**config.mk**
```make
export PLATFORM = sky130hd
export DESIGN_NAME = uart_tx_arbiter
export DESIGN_NICKNAME = d
export VERILOG_FILES = /design/src/rtl/uart_tx_arbiter.sv
export SDC_FILE = /design/constraint.sdc
export NUM_CORES = 1
export LEC_CHECK = 0
export CAP_MARGIN = 20
export CORE_ASPECT_RATIO = 0.6
export CORE_MARGIN = 4
export CORE_UTILIZATION = 39
export DETAILED_ROUTE_END_ITERATION = 7
export GPL_ROUTABILITY_DRIVEN = 0
export PLACE_DENSITY_LB_ADDON = 0.1
export SLEW_MARGIN = 0
export SYNTH_ARGS = -nofsm -noshare
export SYNTH_HDL_FRONTEND = slang
export SYNTH_SLANG_ARGS = --single-unit
export TNS_END_PERCENT = 10
```
**constraint.sdc**
```tcl
create_clock -name CLOCK_50 -period 4.3 [get_ports CLOCK_50]
set_clock_uncertainty 0.1 [all_clocks]
set_input_delay 0.86 -clock CLOCK_50 [delete_from_list [all_inputs] [get_ports CLOCK_50]]
set_output_delay 0.86 -clock CLOCK_50 [all_outputs]
set_load 0.01 [all_outputs]
```
**src/rtl/uart_tx_arbiter.sv**
```systemverilog
// Four-source UART transmitter: round-robin arbitration, byte capture at
// acceptance, and 8N1 (or 8N2) serialisation on a single idle-high tx line.
module uart_tx_arbiter #(
   parameter int unsigned CLKS_PER_BIT = 868,
   parameter int unsigned STOP_BITS    = 1
) (
   input  logic        CLOCK_50,
   input  logic        RESET_N,
   input  logic [3:0]  req_valid,
   input  logic [31:0] req_data,
   output logic [3:0]  req_ready,
   output logic        tx,
   output logic        busy,
   output logic [1:0]  grant_id,
   output logic        frame_done
);

   typedef enum logic [1:0] {IDLE, START, DATA, STOP} state_t;

   localparam logic [15:0] BAUD_LAST = 16'(CLKS_PER_BIT - 1);
   localparam logic [2:0]  STOP_LAST = 3'(STOP_BITS - 1);

   state_t      state_q, state_d;
   logic [15:0] baud_q, baud_d;
   logic [2:0]  bit_idx_q, bit_idx_d;
   logic [7:0]  shreg_q, shreg_d;
   logic [1:0]  rr_q, rr_d;
   logic        tx_q, tx_d;
   logic        busy_q, busy_d;
   logic [3:0]  req_ready_q, req_ready_d;
   logic [1:0]  grant_id_q, grant_id_d;
   logic        frame_done_q, frame_done_d;

   logic        pick_valid;
   logic [1:0]  pick_id;
   logic [1:0]  scan_idx;
   logic        baud_last;

   // Round-robin pick: first pending requester at or above the RR pointer, mod 4.
   always_comb begin
      pick_valid = 1'b0;
      pick_id    = '0;
      scan_idx   = '0;
      for (int unsigned k = 0; k < 4; k++) begin
         scan_idx = rr_q + 2'(k);
         if (!pick_valid && req_valid[scan_idx]) begin
            pick_valid = 1'b1;
            pick_id    = scan_idx;
         end
      end
   end

   // Frame controller: acceptance, bit timing and serial output sequencing.
   always_comb begin
      state_d      = state_q;
      baud_d       = baud_q;
      bit_idx_d    = bit_idx_q;
      shreg_d      = shreg_q;
      rr_d         = rr_q;
      tx_d         = tx_q;
      busy_d       = busy_q;
      req_ready_d  = '0;
      grant_id_d   = grant_id_q;
      frame_done_d = 1'b0;
      baud_last    = (baud_q == BAUD_LAST);

      case (state_q)
         IDLE: begin
            if (pick_valid) begin
               shreg_d     = req_data[{pick_id, 3'b000} +: 8];
               req_ready_d = 4'b0001 << pick_id;
               grant_id_d  = pick_id;
               rr_d        = pick_id + 2'd1;
               baud_d      = '0;
               bit_idx_d   = '0;
               tx_d        = 1'b0;
               busy_d      = 1'b1;
               state_d     = START;
            end
         end
         START: begin
            if (baud_last) begin
               baud_d    = '0;
               bit_idx_d = '0;
               tx_d      = shreg_q[0];
               state_d   = DATA;
            end else begin
               baud_d = baud_q + 16'd1;
            end
         end
         DATA: begin
            if (baud_last) begin
               baud_d = '0;
               if (bit_idx_q == 3'd7) begin
                  bit_idx_d = '0;
                  tx_d      = 1'b1;
                  state_d   = STOP;
               end else begin
                  // tx takes the next bit directly so it lines up with the shift.
                  bit_idx_d = bit_idx_q + 3'd1;
                  shreg_d   = shreg_q >> 1;
                  tx_d      = shreg_q[1];
               end
            end else begin
               baud_d = baud_q + 16'd1;
            end
         end
         STOP: begin
            if (baud_last) begin
               baud_d = '0;
               if (bit_idx_q == STOP_LAST) begin
                  bit_idx_d    = '0;
                  busy_d       = 1'b0;
                  frame_done_d = 1'b1;
                  state_d      = IDLE;
               end else begin
                  bit_idx_d = bit_idx_q + 3'd1;
               end
            end else begin
               baud_d = baud_q + 16'd1;
            end
         end
         default: state_d = IDLE;
      endcase
   end

   // State and output registers with synchronous active-low reset.
   always_ff @(posedge CLOCK_50) begin
      if (!RESET_N) begin
         state_q      <= IDLE;
         baud_q       <= '0;
         bit_idx_q    <= '0;
         shreg_q      <= '0;
         rr_q         <= '0;
         tx_q         <= 1'b1;
         busy_q       <= 1'b0;
         req_ready_q  <= '0;
         grant_id_q   <= '0;
         frame_done_q <= 1'b0;
      end else begin
         state_q      <= state_d;
         baud_q       <= baud_d;
         bit_idx_q    <= bit_idx_d;
         shreg_q      <= shreg_d;
         rr_q         <= rr_d;
         tx_q         <= tx_d;
         busy_q       <= busy_d;
         req_ready_q  <= req_ready_d;
         grant_id_q   <= grant_id_d;
         frame_done_q <= frame_done_d;
      end
   end

   assign req_ready  = req_ready_q;
   assign tx         = tx_q;
   assign busy       = busy_q;
   assign grant_id   = grant_id_q;
   assign frame_done = frame_done_q;

endmodule

```
# After elaboration in Yosys (flattened, before gate mapping)

Cells that the tools add are included.

Flip-flop bits (word level): 40
Bits of input ports: 38
Output and inout port bits: 9
Logic and storage cells: 101

Add/sub/neg operators: 6
Magnitude comparators: 4
Equality and inequality tests: 12
Shifts and indexed selects: 2
Muxes and demuxes: 47
Reduce and logical (&&, ||, !) cells: 20

Operators by type and width:

| cell                                                   | count |
|---|---|
| two-way mux 16 bit                                     | 2 |
| one-hot mux 16 bit (2 select lines)                    | 1 |
| variable part select 32 x 6 -> 8 bit                   | 1 |
| two-way mux 8 bit                                      | 3 |
| two-way mux 2 bit                                      | 10 |
| two-way mux 3 bit                                      | 6 |
| adder 16 x 1 -> 16 bit (second input constant)         | 1 |
| equality test 16 x 10 -> 1 bit (second input constant) | 1 |
| two-way mux 1 bit                                      | 16 |
| one-hot mux 8 bit (2 select lines)                     | 1 |
| AND reduction 4 bit                                    | 4 |
| != test 2 bit (second input constant)                  | 7 |
| < comparator 2 x 3 -> 1 bit (second input constant)    | 4 |
| one-hot mux 3 bit (4 select lines)                     | 1 |
| binary-select mux 1 bit (select 2 bit)                 | 4 |
| one-hot mux 2 bit (4 select lines)                     | 1 |
| AND reduction 3 bit                                    | 2 |
| AND reduction 6 bit                                    | 1 |
| adder 2 x 1 -> 2 bit (second input constant)           | 2 |
| adder 2 bit (second input constant)                    | 2 |
| equality test 2 bit (second input constant)            | 2 |
| nonzero test 2 bit                                     | 2 |
| left shift 1 x 2 -> 4 bit (first input constant)       | 1 |
| adder 3 x 1 -> 3 bit (second input constant)           | 1 |
| 11 further kinds                                       | 15 |

# Logic depth before layout (Yosys ltp)

Depth in word-level cells: 15
Depth in mapped cells: 8
Gate-level depth less buffers: 7

# Least setup slack after synthesis

OpenSTA, ideal clock, no wires.

Path kind: input to register
Start point: input req_valid[3]
End point: register baud_q[5]
Setup time: 117 ps
Arrival time: 2198 ps
Data required time: 4083 ps
Path slack: 1885 ps
Stages: 6
Buffers on the path: 1
Cells stage by stage: buf_2 or4_1 o211a_2 and4_1 xnor2_1 nor2_1

Cells in the longest elaborated chain, start to end: 13
Elaborated cells on any way between the ends: 19
Classes of those cells: eq/ne (1); mux (12); reduce/logical (6)

RTL lines:

| what                                    | RTL line | source |
|---|---|---|
| start, declared                         | 9        | `input logic [3:0] req_valid,` |
| binary-select mux 1 bit (select 2 bit)  | 46       | `if (!pick_valid && req_valid[scan_idx]) begin` |
| two-way mux 1 bit (not written as such) | 46       |  |
| two-way mux 1 bit                       | 46       |  |
| logical NOT 1 bit                       | 46       |  |
| logical AND 1 bit                       | 46       |  |
| two-way mux 1 bit                       | 46       |  |
| logical NOT 1 bit                       | 46       |  |
| logical AND 1 bit                       | 46       |  |
| two-way mux 1 bit                       | 46       |  |
| logical NOT 1 bit                       | 46       |  |
| logical AND 1 bit                       | 46       |  |
| two-way mux 1 bit (*)                   | 46       |  |
| != test 2 bit (no line) (*)             | --       |  |
| end signal, assigned                    | 142      | `baud_q <= baud_d;` |
| end, declared                           | 24       | `logic [15:0] baud_q, baud_d;` |

Every way passes the cells marked *; elsewhere a longest branch is shown, timed or not. The select of a mux whose other input is x is not followed.
A chain may end at the register's enable or synchronous reset.

# Worst setup path in the final report

Start point: input req_valid[3]
End point: register shreg_q[0]

Cells in the longest elaborated chain, start to end: 15
Elaborated cells on any way between the ends: 27
Classes of those cells: eq/ne (1); shift (1); mux (18); reduce/logical (7)

RTL lines:

| what                                    | RTL line | source |
|---|---|---|
| binary-select mux 1 bit (select 2 bit)  | 46       |  |
| two-way mux 1 bit (not written as such) | 46       |  |
| two-way mux 1 bit                       | 46       |  |
| logical NOT 1 bit                       | 46       |  |
| logical AND 1 bit                       | 46       |  |
| two-way mux 1 bit                       | 46       |  |
| logical NOT 1 bit                       | 46       |  |
| logical AND 1 bit                       | 46       |  |
| two-way mux 1 bit                       | 46       |  |
| logical NOT 1 bit                       | 46       |  |
| logical AND 1 bit                       | 46       |  |
| two-way mux 2 bit                       | 46       |  |
| variable part select 32 x 6 -> 8 bit    | 70       | `shreg_d = req_data[{pick_id, 3'b000} +: 8];` |
| two-way mux 8 bit                       | 69       | `if (pick_valid) begin` |
| one-hot mux 8 bit (2 select lines)      | 67       | `case (state_q)` |
| end signal, assigned                    | 144      | `shreg_q <= shreg_d;` |
| end, declared                           | 26       | `logic [7:0] shreg_q, shreg_d;` |

Parallel ways exist; a longest one is shown, timed or not. The select of a mux whose other input is x is not followed.

==> out/results.txt <==
Status = complete, no violations
Post-cts sizing count = 0
Comb pwr share = 0.422
Ys flop type = dfxtp_1
Reg2Reg Depth = 6
Flops & latches, synth = 40
Period minus WS final = 3.09 ns
Routed wire length = 5.92 mm
Die area = 7360 sq um
Switch share = 0.373
Async SR Flop Fraction = 0
Synth cell count leaders = dfxtp_1, nor2_1, o21ai_0
DR top layer = met4
Worst-skew pair later-pin latency = 0.30 ns
DIE WIDTH = 108 um
Grt ovf = 0
Hold Vio Cnt, Final = 0
Post-cts hold buffer count = 0
Slew HR = 0.451
Fmax = 0.324 GHz
Ys Warns = 0
Sequential element share of the synthesized area = 0.341
Peak supply drop = 0.254 mV
Sequential Power Share = 0.349
Critical path launch point = req_valid[3]
Worst EP required = 4.39 ns
Layout cells sized above 1 = 0.0536
Top-count cell post-synth = dfxtp_1
Core box area = 5700 sq um
Nets@finish = 364
GRT Util Overall = 0.176
Vias in the first global route = 1995
CP Class = input pin to flop
Syn Nets = 327
Drt pass-1 iters = 4
Leading area contributor after synthesis = dfxtp_1
Worst-Margin Slew = 0.823 ns
Area Growth Syn to Fin = 25.5%
Hold WC Path Type = flop to flop
Part of the power in the clock network = 0.229
Fillers = 548
Starting Density = 0.412
Final Cycle Share = 0.718
FF-to-FF Start = state_q[0]$_SDFFE_PN0P_
Pleak = 1.06 nW
CP Capture Type = flop
Initial DRC count = 132
Maxcap violations = 0
Die Ht = 68.1 um
WHS = 0.368 ns
Met3 routed WL = 322 um
Layout Cells excl Fill = 397
First-pass GRT wire length = 10.2 mm
Via density = 5.46
Final instance area = 2950 sq um
Psw = 0.536 mW
CTS tree = yes
Internal = 0.900 mW
PwrDens = 487 nW/um^2
IO Port Bufs = 46
DRT antenna net count = 0
Setup violators final = 0
Number of buffers created by CTS = 5
Dpl cells = 389
Yosys top cell area share = 0.341
WL/cell = 14.9 um
RSZ-0062 raised after global routing = false
Setup TNS = 0 ns
Hpwl dp = 4.48 mm
Wl on met1 = 3.29 mm
Synth top area cells = dfxtp_1, ha_1, o21ai_0
Final routed DRC violation total = 0
I/O pin total = 47
H-tree depth = 2
Critical Path Fanout Max = 18
Syn_area_per_cell = 8.41 sq um
Met2 wire len = 2.28 mm
Placed Area = 2830 sq um
Synthesized cell area = 2350 sq um
Initial antenna violation count = 0
Largest net degree at the start of global routing = 22
Antenna cells = 0
Cell variety after synth = 46
CP arrival = 3.18 ns
R2r setup slk = 1.76 ns
# rows = 21
Root buffer cell = clkbuf_8
RR Endpoint = shreg_q[0]$_SDFFE_PN0P_
Number of enable flip-flop cells after synthesis = 0
Clk slew on worst S/H paths = 0.08 ns
Via Count = 2168
Number of clock sinks = 40
Cells after synthesis = 279
Worst setup endpoint = shreg_q[0]$_SDFFE_PN0P_
Worst Setup Start Kind = input pin
Setup Buffers After CTS = 0
Maximum clock path buffer count = 2
Max-slew violations = 0
==> critical path, stage by stage <==
cell and delay [ns]:
clkdlybuf4s50_1 0.60, nor4_4 0.42, nand2_1 0.51, and3_1 0.36, a32o_1 0.21, a22o_1 0.22
==> how the worst min path moves through the flow <==
stage                                end  cells past startpoint  slack [ns]                 startpoint
2_1_floorplan  bit_idx_q[1]$_SDFFE_PN0P_                      2        0.35  bit_idx_q[1]$_SDFFE_PN0P_
3_3_place_gp    grant_id[0]$_SDFFE_PN0P_                      2        0.35   grant_id[0]$_SDFFE_PN0P_
3_5_place_dp    grant_id[1]$_SDFFE_PN0P_                      2        0.36   grant_id[1]$_SDFFE_PN0P_
4_1_cts         grant_id[1]$_SDFFE_PN0P_                      2        0.37   grant_id[1]$_SDFFE_PN0P_
5_1_grt         grant_id[0]$_SDFFE_PN0P_                      2        0.39   grant_id[0]$_SDFFE_PN0P_
6_report        grant_id[1]$_SDFFE_PN0P_                      2        0.37   grant_id[1]$_SDFFE_PN0P_
==> layout make-up <==
type	count	area (sq um)	area share
repair buffers	46	460	0.156
flip-flops and latches	40	801	0.272
multi-input cells	215	1430	0.487
well taps	80	100	0.0340
inverters	8	30.0	0.0102
clock inverters	2	38.8	0.0132
clock buffers	6	82.6	0.0280
==> sequential cells by signal, indices dropped and copies added, names as in the netlist <==
register	count
baud_q	16
bit_idx_q	3
req_ready	4
busy	1
state_q	2
tx	1
grant_id	2
shreg_q	8
rr_q	2
frame_done	1
==> per-layer routing <==
metal  GRT usage  vias up
met4      0.0331        0
met3      0.0490        4
li1            -     1099
met2       0.227       44
met5           0        -
met1       0.281     1021
==> cells by family after synthesis <==
| family | after synthesis | synth area share |
|---|---|---|
| muxes | 7 | 0.0405 |
| AOI/OAI and AO/OA | 82 | 0.239 |
| adders and majority gates | 10 | 0.0533 |
| xor gates and xnor gates | 16 | 0.0597 |
| and+or+nand+nor | 100 | 0.219 |
| buffers and inverters | 24 | 0.0480 |
| DFF | 40 | 0.341 |
==> power groups by stage <==
stage / Sequential (mW) / Combinational, mW / Clock [mW]
after detailed placement: 0.508 / 0.598 / 0
after global routing: 0.510 / 0.678 / 0.351
after floorplan: 0.502 / 0.433 / 0
after global placement: 0.510 / 0.599 / 0
after CTS: 0.500 / 0.602 / 0.335
final: 0.501 / 0.606 / 0.329
==> cell usage in the layout, fill, tap and decap left out, drive strengths merged, types with 3 or more instances in the layout <==
cell and count:
a211o 12, xnor2 8, nand2 22, and4 5
nor4 3, clkbuf 6, o21ai 25, ha 10
inv 8, dfxtp 40, a311oi 6, nand3 19
nor2 27, clkdlybuf4s50 46, mux2i 5, a21oi 20
nand4 5, xor2 8, nor3 7
==> metrics by stage <==
stage	util	setup slack (ns)	total power, mW
floorplan	-	1.88	0.935
global placement	0.496	1.02	1.11
finish	0.517	1.21	1.44
detailed placement	0.496	0.946	1.11
global route	0.517	1.05	1.54
CTS	0.517	1.26	1.44
Note: power is estimated with default switching activity, not from simulation.
